`config.mk`:
```
export PLATFORM = sky130hd
export DESIGN_NAME = matrix_decoder_controller
export DESIGN_NICKNAME = d
export VERILOG_FILES = /design/src/rtl/matrix_decoder_controller.sv
export SDC_FILE = /design/constraint.sdc
export NUM_CORES = 1
export LEC_CHECK = 0
export ABC_AREA = 1
export CAP_MARGIN = 20
export CORE_MARGIN = 2
export CORE_UTILIZATION = 36
export DETAILED_ROUTE_END_ITERATION = 6
export GPL_TIMING_DRIVEN = 0
export PLACE_DENSITY = 0.73
export SLEW_MARGIN = 25
export SYNTH_ARGS = -nofsm -noshare
export SYNTH_HDL_FRONTEND = slang
export SYNTH_SLANG_ARGS = --single-unit
```
`constraint.sdc`:
```
create_clock -name clk -period 1.1 [get_ports clk]
set_clock_uncertainty 0.15 [all_clocks]
set_input_delay 0.165 -clock clk [delete_from_list [all_inputs] [get_ports clk]]
set_output_delay 0.165 -clock clk [all_outputs]
set_load 0.02 [all_outputs]
```
`src/rtl/matrix_decoder_controller.sv`:
```
// rtl/matrix_decoder_controller.sv - lane-walking control FSM for the matrix decoder
module matrix_decoder_controller #(
   parameter int N_LANES = 64,
   parameter int CNT_W   = 6
) (
   input  logic             clk,
   input  logic             rst,
   input  logic             start,
   output logic             read_en,
   output logic [CNT_W-1:0] rd_addr,
   output logic             reg_en,
   output logic             inv_permute_en,
   output logic             mux_en,
   output logic             write_en,
   output logic [CNT_W-1:0] wr_addr,
   output logic             reg_rst,
   output logic             busy,
   output logic             done
);

   // Four bits leave spare encodings; any of them falls back to IDLE.
   typedef enum logic [3:0] {
      S_IDLE   = 4'd0,
      S_BEGIN  = 4'd1,
      S_READ   = 4'd2,
      S_LOAD   = 4'd3,
      S_UNSWAP = 4'd4,
      S_UNLOAD = 4'd5,
      S_WRITE  = 4'd6,
      S_DONE   = 4'd7
   } state_t;

   state_t           state;
   state_t           state_nxt;
   logic [CNT_W-1:0] lane_cnt;
   logic             armed;
   logic             last_lane;

   assign last_lane = (lane_cnt == CNT_W'(N_LANES - 1));
   assign rd_addr   = lane_cnt;
   assign wr_addr   = lane_cnt;

   // State register.
   always_ff @(posedge clk or negedge rst) begin
      if (!rst) begin
         state <= S_IDLE;
      end else begin
         state <= state_nxt;
      end
   end

   // Lane counter advances as each lane is written; natural wrap returns it to 0 for DONE.
   always_ff @(posedge clk or negedge rst) begin
      if (!rst) begin
         lane_cnt <= '0;
      end else if (state == S_WRITE) begin
         lane_cnt <= lane_cnt + 1'b1;
      end
   end

   // Arm flag: a held start launches only one run; start must be seen low in IDLE to re-arm.
   always_ff @(posedge clk or negedge rst) begin
      if (!rst) begin
         armed <= 1'b1;
      end else if (state == S_IDLE) begin
         if (start && armed) begin
            armed <= 1'b0;
         end else if (!start) begin
            armed <= 1'b1;
         end
      end
   end

   // Next-state and per-state output decode.
   always_comb begin
      state_nxt      = S_IDLE;
      read_en        = 1'b0;
      reg_en         = 1'b0;
      inv_permute_en = 1'b0;
      mux_en         = 1'b0;
      write_en       = 1'b0;
      reg_rst        = 1'b0;
      busy           = 1'b0;
      done           = 1'b0;
      case (state)
         S_IDLE: begin
            reg_rst   = 1'b1;
            state_nxt = (start && armed) ? S_BEGIN : S_IDLE;
         end
         S_BEGIN: begin
            busy      = 1'b1;
            state_nxt = S_READ;
         end
         S_READ: begin
            read_en   = 1'b1;
            busy      = 1'b1;
            state_nxt = S_LOAD;
         end
         S_LOAD: begin
            reg_en    = 1'b1;
            busy      = 1'b1;
            state_nxt = S_UNSWAP;
         end
         S_UNSWAP: begin
            inv_permute_en = 1'b1;
            busy           = 1'b1;
            state_nxt      = S_UNLOAD;
         end
         S_UNLOAD: begin
            reg_en    = 1'b1;
            mux_en    = 1'b1;
            busy      = 1'b1;
            state_nxt = S_WRITE;
         end
         S_WRITE: begin
            write_en  = 1'b1;
            busy      = 1'b1;
            state_nxt = last_lane ? S_DONE : S_BEGIN;
         end
         S_DONE: begin
            done      = 1'b1;
            state_nxt = S_IDLE;
         end
         default: begin
            state_nxt = S_IDLE;
         end
      endcase
   end

endmodule
```
After elaboration in Yosys (flattened, before gate mapping)
Cells that the tools add are included.

Register bits: 11. Word-level logic and storage cells: 31.

Add/subtract/negate cells: 1. Equality and inequality tests: 9. Mux-type cells: 13. Reduce and logical (&&, ||, !) cells: 5.

Operator list (count): $pmux W3 S7 (1); $eq A4 B3 Y1 const B (4); $mux W1 (11); $eq A4 B2 Y1 const B (2); $add A6 B1 Y6 const B (1); $eq A6 B6 Y1 const B (1); $reduce_or A6 Y1 (1); $eq A4 B1 Y1 const B (1); $logic_not A4 Y1 (1); $mux W3 (1); $ne A2 B1 Y1 const B (1); $reduce_and A2 Y1 (1); $reduce_or A2 Y1 (1); $logic_and A1 B1 Y1 (1).

Longest topological paths before layout
Depth in word-level cells: 3. Mapped depth: 7. Gate-level depth less buffers: 7.

Least setup slack after synthesis
Ideal clock, no wire load.

Kind: reg2out. Start point: register state[1]. End point: output busy. Arrival time: 1286 ps. Data required time: 785 ps. Slack: -501 ps. Stages on the path, launching flop included: 4. Buffers on the path: 0. Cells stage by stage: dfrtp_1 -> inv_1 -> nor3_1 -> nor2_1.

Longest elaborated chain between the ends: 3. Elaborated cells on any way between the ends: 8.

RTL lines: start, declared (line 33) `state_t state;`; start signal, assigned (line 48) `state <= state_nxt;`; $eq A4 B3 Y1, or another cell as far along (line 85) `case (state)`; $reduce_or A6 Y1 (no source line) *; $mux W1 * (line 85); end, declared (line 17) `output logic busy,`.

Mark *: on every way between the ends. The rest lies on a longest branch, timed or not.

Worst setup path in the final report
Start point: register state[2]. End point: output done.

Longest elaborated chain between the ends: 2.

RTL lines: $eq A4 B3 Y1 (line 85); $mux W1 (line 85); end, declared (line 18) `output logic done`.

Every way passes these cells.

==> report_table.html <==
<table>
<tr><th>Metric</th><th>Value</th></tr>
<tr><th colspan="2">Status</th></tr>
<tr><td>Run status</td><td>finished with violations</td></tr>
<tr><td>Violations in the final reports</td><td>negative setup slack</td></tr>
<tr><th colspan="2">Timing</th></tr>
<tr><td>Final count of negative-setup-slack endpoints</td><td>28</td></tr>
<tr><td>Final hold slack</td><td>0.06618 ns</td></tr>
<tr><td>Period minus WS final</td><td>1.490 ns</td></tr>
<tr><td>Max-slew violation total from the final report</td><td>0</td></tr>
<tr><td>Worst-Margin Slew</td><td>0.4488 ns</td></tr>
<tr><td>Sum of negative setup slack</td><td>-5.736 ns</td></tr>
<tr><td>Final Hold Vio Count</td><td>0</td></tr>
<tr><td>Setup repair after global routing missed its margin</td><td>yes</td></tr>
<tr><td>Maximum operating frequency</td><td>0.6710 GHz</td></tr>
<tr><td>Setup ws final</td><td>-0.3903 ns</td></tr>
<tr><td>Remaining max-slew budget at the tightest pin</td><td>0.6998</td></tr>
<tr><td>Period Utilization, post-route</td><td>1.355</td></tr>
<tr><th colspan="2">Worst setup path</th></tr>
<tr><td>Kind of start point of the critical path</td><td>register</td></tr>
<tr><td>Stage delay of the slowest cell on the critical path</td><td>0.44 ns</td></tr>
<tr><td>WP data arrival</td><td>1.18 ns</td></tr>
<tr><td>Number of buffers and inverters on the critical path</td><td>2</td></tr>
<tr><td>Delay-heaviest family, CP</td><td>flip-flops</td></tr>
<tr><td>Crit-path cells</td><td>inv_4 &gt; nor3_4 &gt; buf_4</td></tr>
<tr><td>Crit end category</td><td>output port</td></tr>
<tr><td>Critical setup path kind</td><td>reg2out</td></tr>
<tr><td>Library cell contributing the largest single delay on the critical path</td><td>sky130_fd_sc_hd__dfrtp_2</td></tr>
<tr><td>Maximum fanout along the worst path</td><td>5</td></tr>
<tr><td>Data required time at the worst endpoint</td><td>0.78 ns</td></tr>
<tr><th colspan="2">Floorplan</th></tr>
<tr><td>Ports</td><td>23</td></tr>
<tr><td>Number of cell rows</td><td>13</td></tr>
<tr><td>Initial Util</td><td>0.3976</td></tr>
<tr><td>Full die area</td><td>1816 sq um</td></tr>
<tr><td>Std-Cell Core Area</td><td>1350 sq um</td></tr>
<tr><td>Height of the die</td><td>42.62 microns</td></tr>
<tr><td>Chip Width</td><td>42.62 microns</td></tr>
<tr><th colspan="2">Hold path</th></tr>
<tr><td>Type of the worst min-delay path</td><td>in2async</td></tr>
<tr><th colspan="2">Clock network</th></tr>
<tr><td>Number of H-tree branching levels</td><td>1</td></tr>
<tr><td>Maximum count of clock buffers along a single path</td><td>2</td></tr>
<tr><td>Clk Latency, worst-skew pair</td><td>0.26 ns</td></tr>
<tr><td>Number of buffers added by the clock tree synthesis step</td><td>3</td></tr>
<tr><td>Cell at the root of the clock tree</td><td>sky130_fd_sc_hd__clkbuf_4</td></tr>
<tr><td>Clock tree sinks</td><td>10</td></tr>
<tr><td>TritonCTS clock tree</td><td>done</td></tr>
<tr><td>Reg clk slew, reported paths</td><td>0.07 ns</td></tr>
<tr><th colspan="2">Power and ir drop</th></tr>
<tr><td>Fraction of power consumed by combinational cells</td><td>0.023</td></tr>
<tr><td>Net switching component of the power</td><td>0.1258 mW</td></tr>
<tr><td>Leak Pwr</td><td>0.5643 nW</td></tr>
<tr><td>Power share of the sequential group</td><td>0.575</td></tr>
<tr><td>Sw Ratio</td><td>0.1966</td></tr>
<tr><td>Internal</td><td>0.5137 mW</td></tr>
<tr><td>PnR Total Power</td><td>0.6395 mW</td></tr>
<tr><td>Pwr dens</td><td>569.2 nW/um^2</td></tr>
<tr><td>Power share of the clock group</td><td>0.402</td></tr>
<tr><td>VDD IR max</td><td>658.8 uV</td></tr>
<tr><th colspan="2">GRT</th></tr>
<tr><td>Initial antenna violation count</td><td>0</td></tr>
<tr><td>Vias in the first global route</td><td>597</td></tr>
<tr><td>Maximum number of pins on one net before global-route repair</td><td>11</td></tr>
<tr><td>Global Route Usage Sum</td><td>0.1852</td></tr>
<tr><td>First-pass GRT wire length</td><td>2.511 mm</td></tr>
<tr><td>Total gr overflow</td><td>0</td></tr>
<tr><th colspan="2">Detailed routing</th></tr>
<tr><td>Post-detailed-route count of antenna-violating nets</td><td>0</td></tr>
<tr><td>Count of unresolved DRC violations after routing</td><td>0</td></tr>
<tr><td>First-pass iteration count of the detailed router</td><td>4</td></tr>
<tr><td>Number of DRC markers in iteration 0</td><td>3</td></tr>
<tr><td>Average routed wire per standard cell</td><td>12.54 microns</td></tr>
<tr><td>Vias per cell</td><td>4.675</td></tr>
<tr><td>Via count</td><td>575</td></tr>
<tr><td>Routed Wire Length</td><td>1.542 mm</td></tr>
<tr><th colspan="2">Synth</th></tr>
<tr><td>Synth cell count leaders</td><td>sky130_fd_sc_hd__nand2_1, sky130_fd_sc_hd__dfrtp_1, sky130_fd_sc_hd__nand3_1, sky130_fd_sc_hd__inv_1, sky130_fd_sc_hd__buf_4</td></tr>
<tr><td>Leading area contributor after synthesis</td><td>sky130_fd_sc_hd__dfrtp_1</td></tr>
<tr><td>Register area share after synthesis</td><td>0.4685</td></tr>
<tr><td>Synth top area share</td><td>0.4196</td></tr>
<tr><td>Synth Instances</td><td>62</td></tr>
<tr><td>Netlist cell types</td><td>17</td></tr>
<tr><td>Asr flop ratio synth</td><td>1.000</td></tr>
<tr><td>Synth Flop Type</td><td>sky130_fd_sc_hd__dfrtp_1</td></tr>
<tr><td>Number of warning messages in the yosys log</td><td>0</td></tr>
<tr><td>Area contributors post-synth</td><td>sky130_fd_sc_hd__dfrtp_1, sky130_fd_sc_hd__nand2_1, sky130_fd_sc_hd__buf_4</td></tr>
<tr><td>Most common cell in the synthesized netlist</td><td>sky130_fd_sc_hd__nand2_1</td></tr>
<tr><td>Number of enable-type register cells in the synthesized netlist</td><td>0</td></tr>
<tr><td>Post-synth design cell area</td><td>536.8 sq um</td></tr>
<tr><td>Mean post-synth cell area</td><td>8.658 sq um</td></tr>
<tr><td>Count of state elements after synthesis</td><td>10</td></tr>
<tr><td>Syn_nets</td><td>66</td></tr>
<tr><th colspan="2">Placement</th></tr>
<tr><td>Input/output buffers</td><td>22</td></tr>
<tr><td>Placed Cells</td><td>99</td></tr>
<tr><td>Routability-driven placement congestion ratio</td><td>0.7088</td></tr>
<tr><td>Detail Placement HPWL</td><td>886.3 microns</td></tr>
<tr><td>Pre-CTS WS</td><td>-0.6789 ns</td></tr>
<tr><th colspan="2">Run</th></tr>
<tr><td>Max Cap Violations</td><td>0</td></tr>
<tr><th colspan="2">Cells and area</th></tr>
<tr><td>Fill cell total of the finished layout</td><td>82</td></tr>
<tr><td>Layout cells sized above 1</td><td>0.7315</td></tr>
<tr><td>Sequential cell area</td><td>259.0 sq um</td></tr>
<tr><td>Non-filler cells in the finished layout</td><td>123</td></tr>
<tr><td>Count of antenna diodes in the layout</td><td>0</td></tr>
<tr><td>Area of the multi-input gates</td><td>306.5 sq um</td></tr>
<tr><td>Area growth from synthesis to layout</td><td>109.3%</td></tr>
<tr><td>Number of nets in the finished design</td><td>113</td></tr>
</table>
[metrics by stage]
step | util | instance area, sq um
2_1_floorplan | - | 598.1
3_3_place_gp | 0.6200 | 837.1
3_5_place_dp | 0.6200 | 837.1
4_1_cts | 0.7952 | 1074
5_1_grt | 0.8323 | 1124
6_report | 0.8323 | 1124
[cells in the final DEF (no fill, tap or decap), types with 2 or more instances in the layout]
cell type,Yosys,final
sky130_fd_sc_hd__buf_6,0,29
sky130_fd_sc_hd__xor2_1,2,2
sky130_fd_sc_hd__buf_4,6,16
sky130_fd_sc_hd__inv_4,0,3
sky130_fd_sc_hd__dfrtp_1,9,3
sky130_fd_sc_hd__nand2_2,0,3
sky130_fd_sc_hd__nand3_2,0,4
sky130_fd_sc_hd__nand2_1,13,9
sky130_fd_sc_hd__clkdlybuf4s50_1,0,2
sky130_fd_sc_hd__inv_2,2,2
sky130_fd_sc_hd__dfrtp_2,0,6
sky130_fd_sc_hd__inv_1,7,4
sky130_fd_sc_hd__xnor2_1,2,2
sky130_fd_sc_hd__nor2_4,1,5
sky130_fd_sc_hd__clkbuf_4,0,3
sky130_fd_sc_hd__nand3_1,8,4
[final cells by class]
class / count / area share
inverters: 9 / 0.03675
flip-flops and latches: 10 / 0.2305
multi-input cells: 37 / 0.2728
plain buffers: 6 / 0.06013
well taps: 15 / 0.01670
repair buffers: 42 / 0.3597
clock buffers: 4 / 0.02339
[path summary, 6_finish.rpt]
kind,startpoint,to,slack [ns],depth (start not counted)
min,rst,rd_addr[4],0.07,1
max in group asynchronous,rst,armed,0.39,1
max,state[2],done,-0.39,3
min reg2reg,armed,armed,0.33,2
min in group clk,armed,armed,0.33,2
max reg2reg,state[2],rd_addr[5],-0.25,7
[repair_timing]
item                                    4_1_cts  5_1_grt
endpoints found under the setup margin       29       29
hold buffers                                  0        0
pin swaps                                     6        4
buffers inserted                             15        5
resized for setup                           140        5
[power groups by stage]
| stage | clock [mW] | sequential, mW | combinational [mW] |
|---|---|---|---|
| 4_1_cts | 0.263 | 0.368 | 0.0155 |
| 3_5_place_dp | 0 | 0.375 | 0.0155 |
| 3_3_place_gp | 0 | 0.375 | 0.0151 |
| 6_report | 0.257 | 0.368 | 0.0149 |
| 2_1_floorplan | 0 | 0.375 | 0.000809 |
| 5_1_grt | 0.289 | 0.367 | 0.0170 |
[state kept, by name, indices dropped and copies added, names as in the netlist]
register / cells
rd_addr: 6
state: 3
armed: 1
[routing by layer]
| layer | vias to the layer above | part of all wire | track usage |
|---|---|---|---|
| met1 | 272 | 0.39 | 0.1995 |
| met5 | - | 0 | 0 |
| met4 | 0 | 0.0078 | 0.1063 |
| met3 | 2 | 0.034 | 0.02155 |
| li1 | 286 | - | - |
| met2 | 15 | 0.57 | 0.3415 |
[cell families (layout without fill, tap and decap cells)]
group,count (synthesis),in the layout,synth area share
xor+xnor,4,4,0.06528
fa+ha+maj,1,1,0.02331
simple gates,29,29,0.2681
compound gates,3,3,0.02796
buf+inv,15,61,0.1469
flops,10,10,0.4685
No activity file was read; power rests on OpenSTA's default activity.
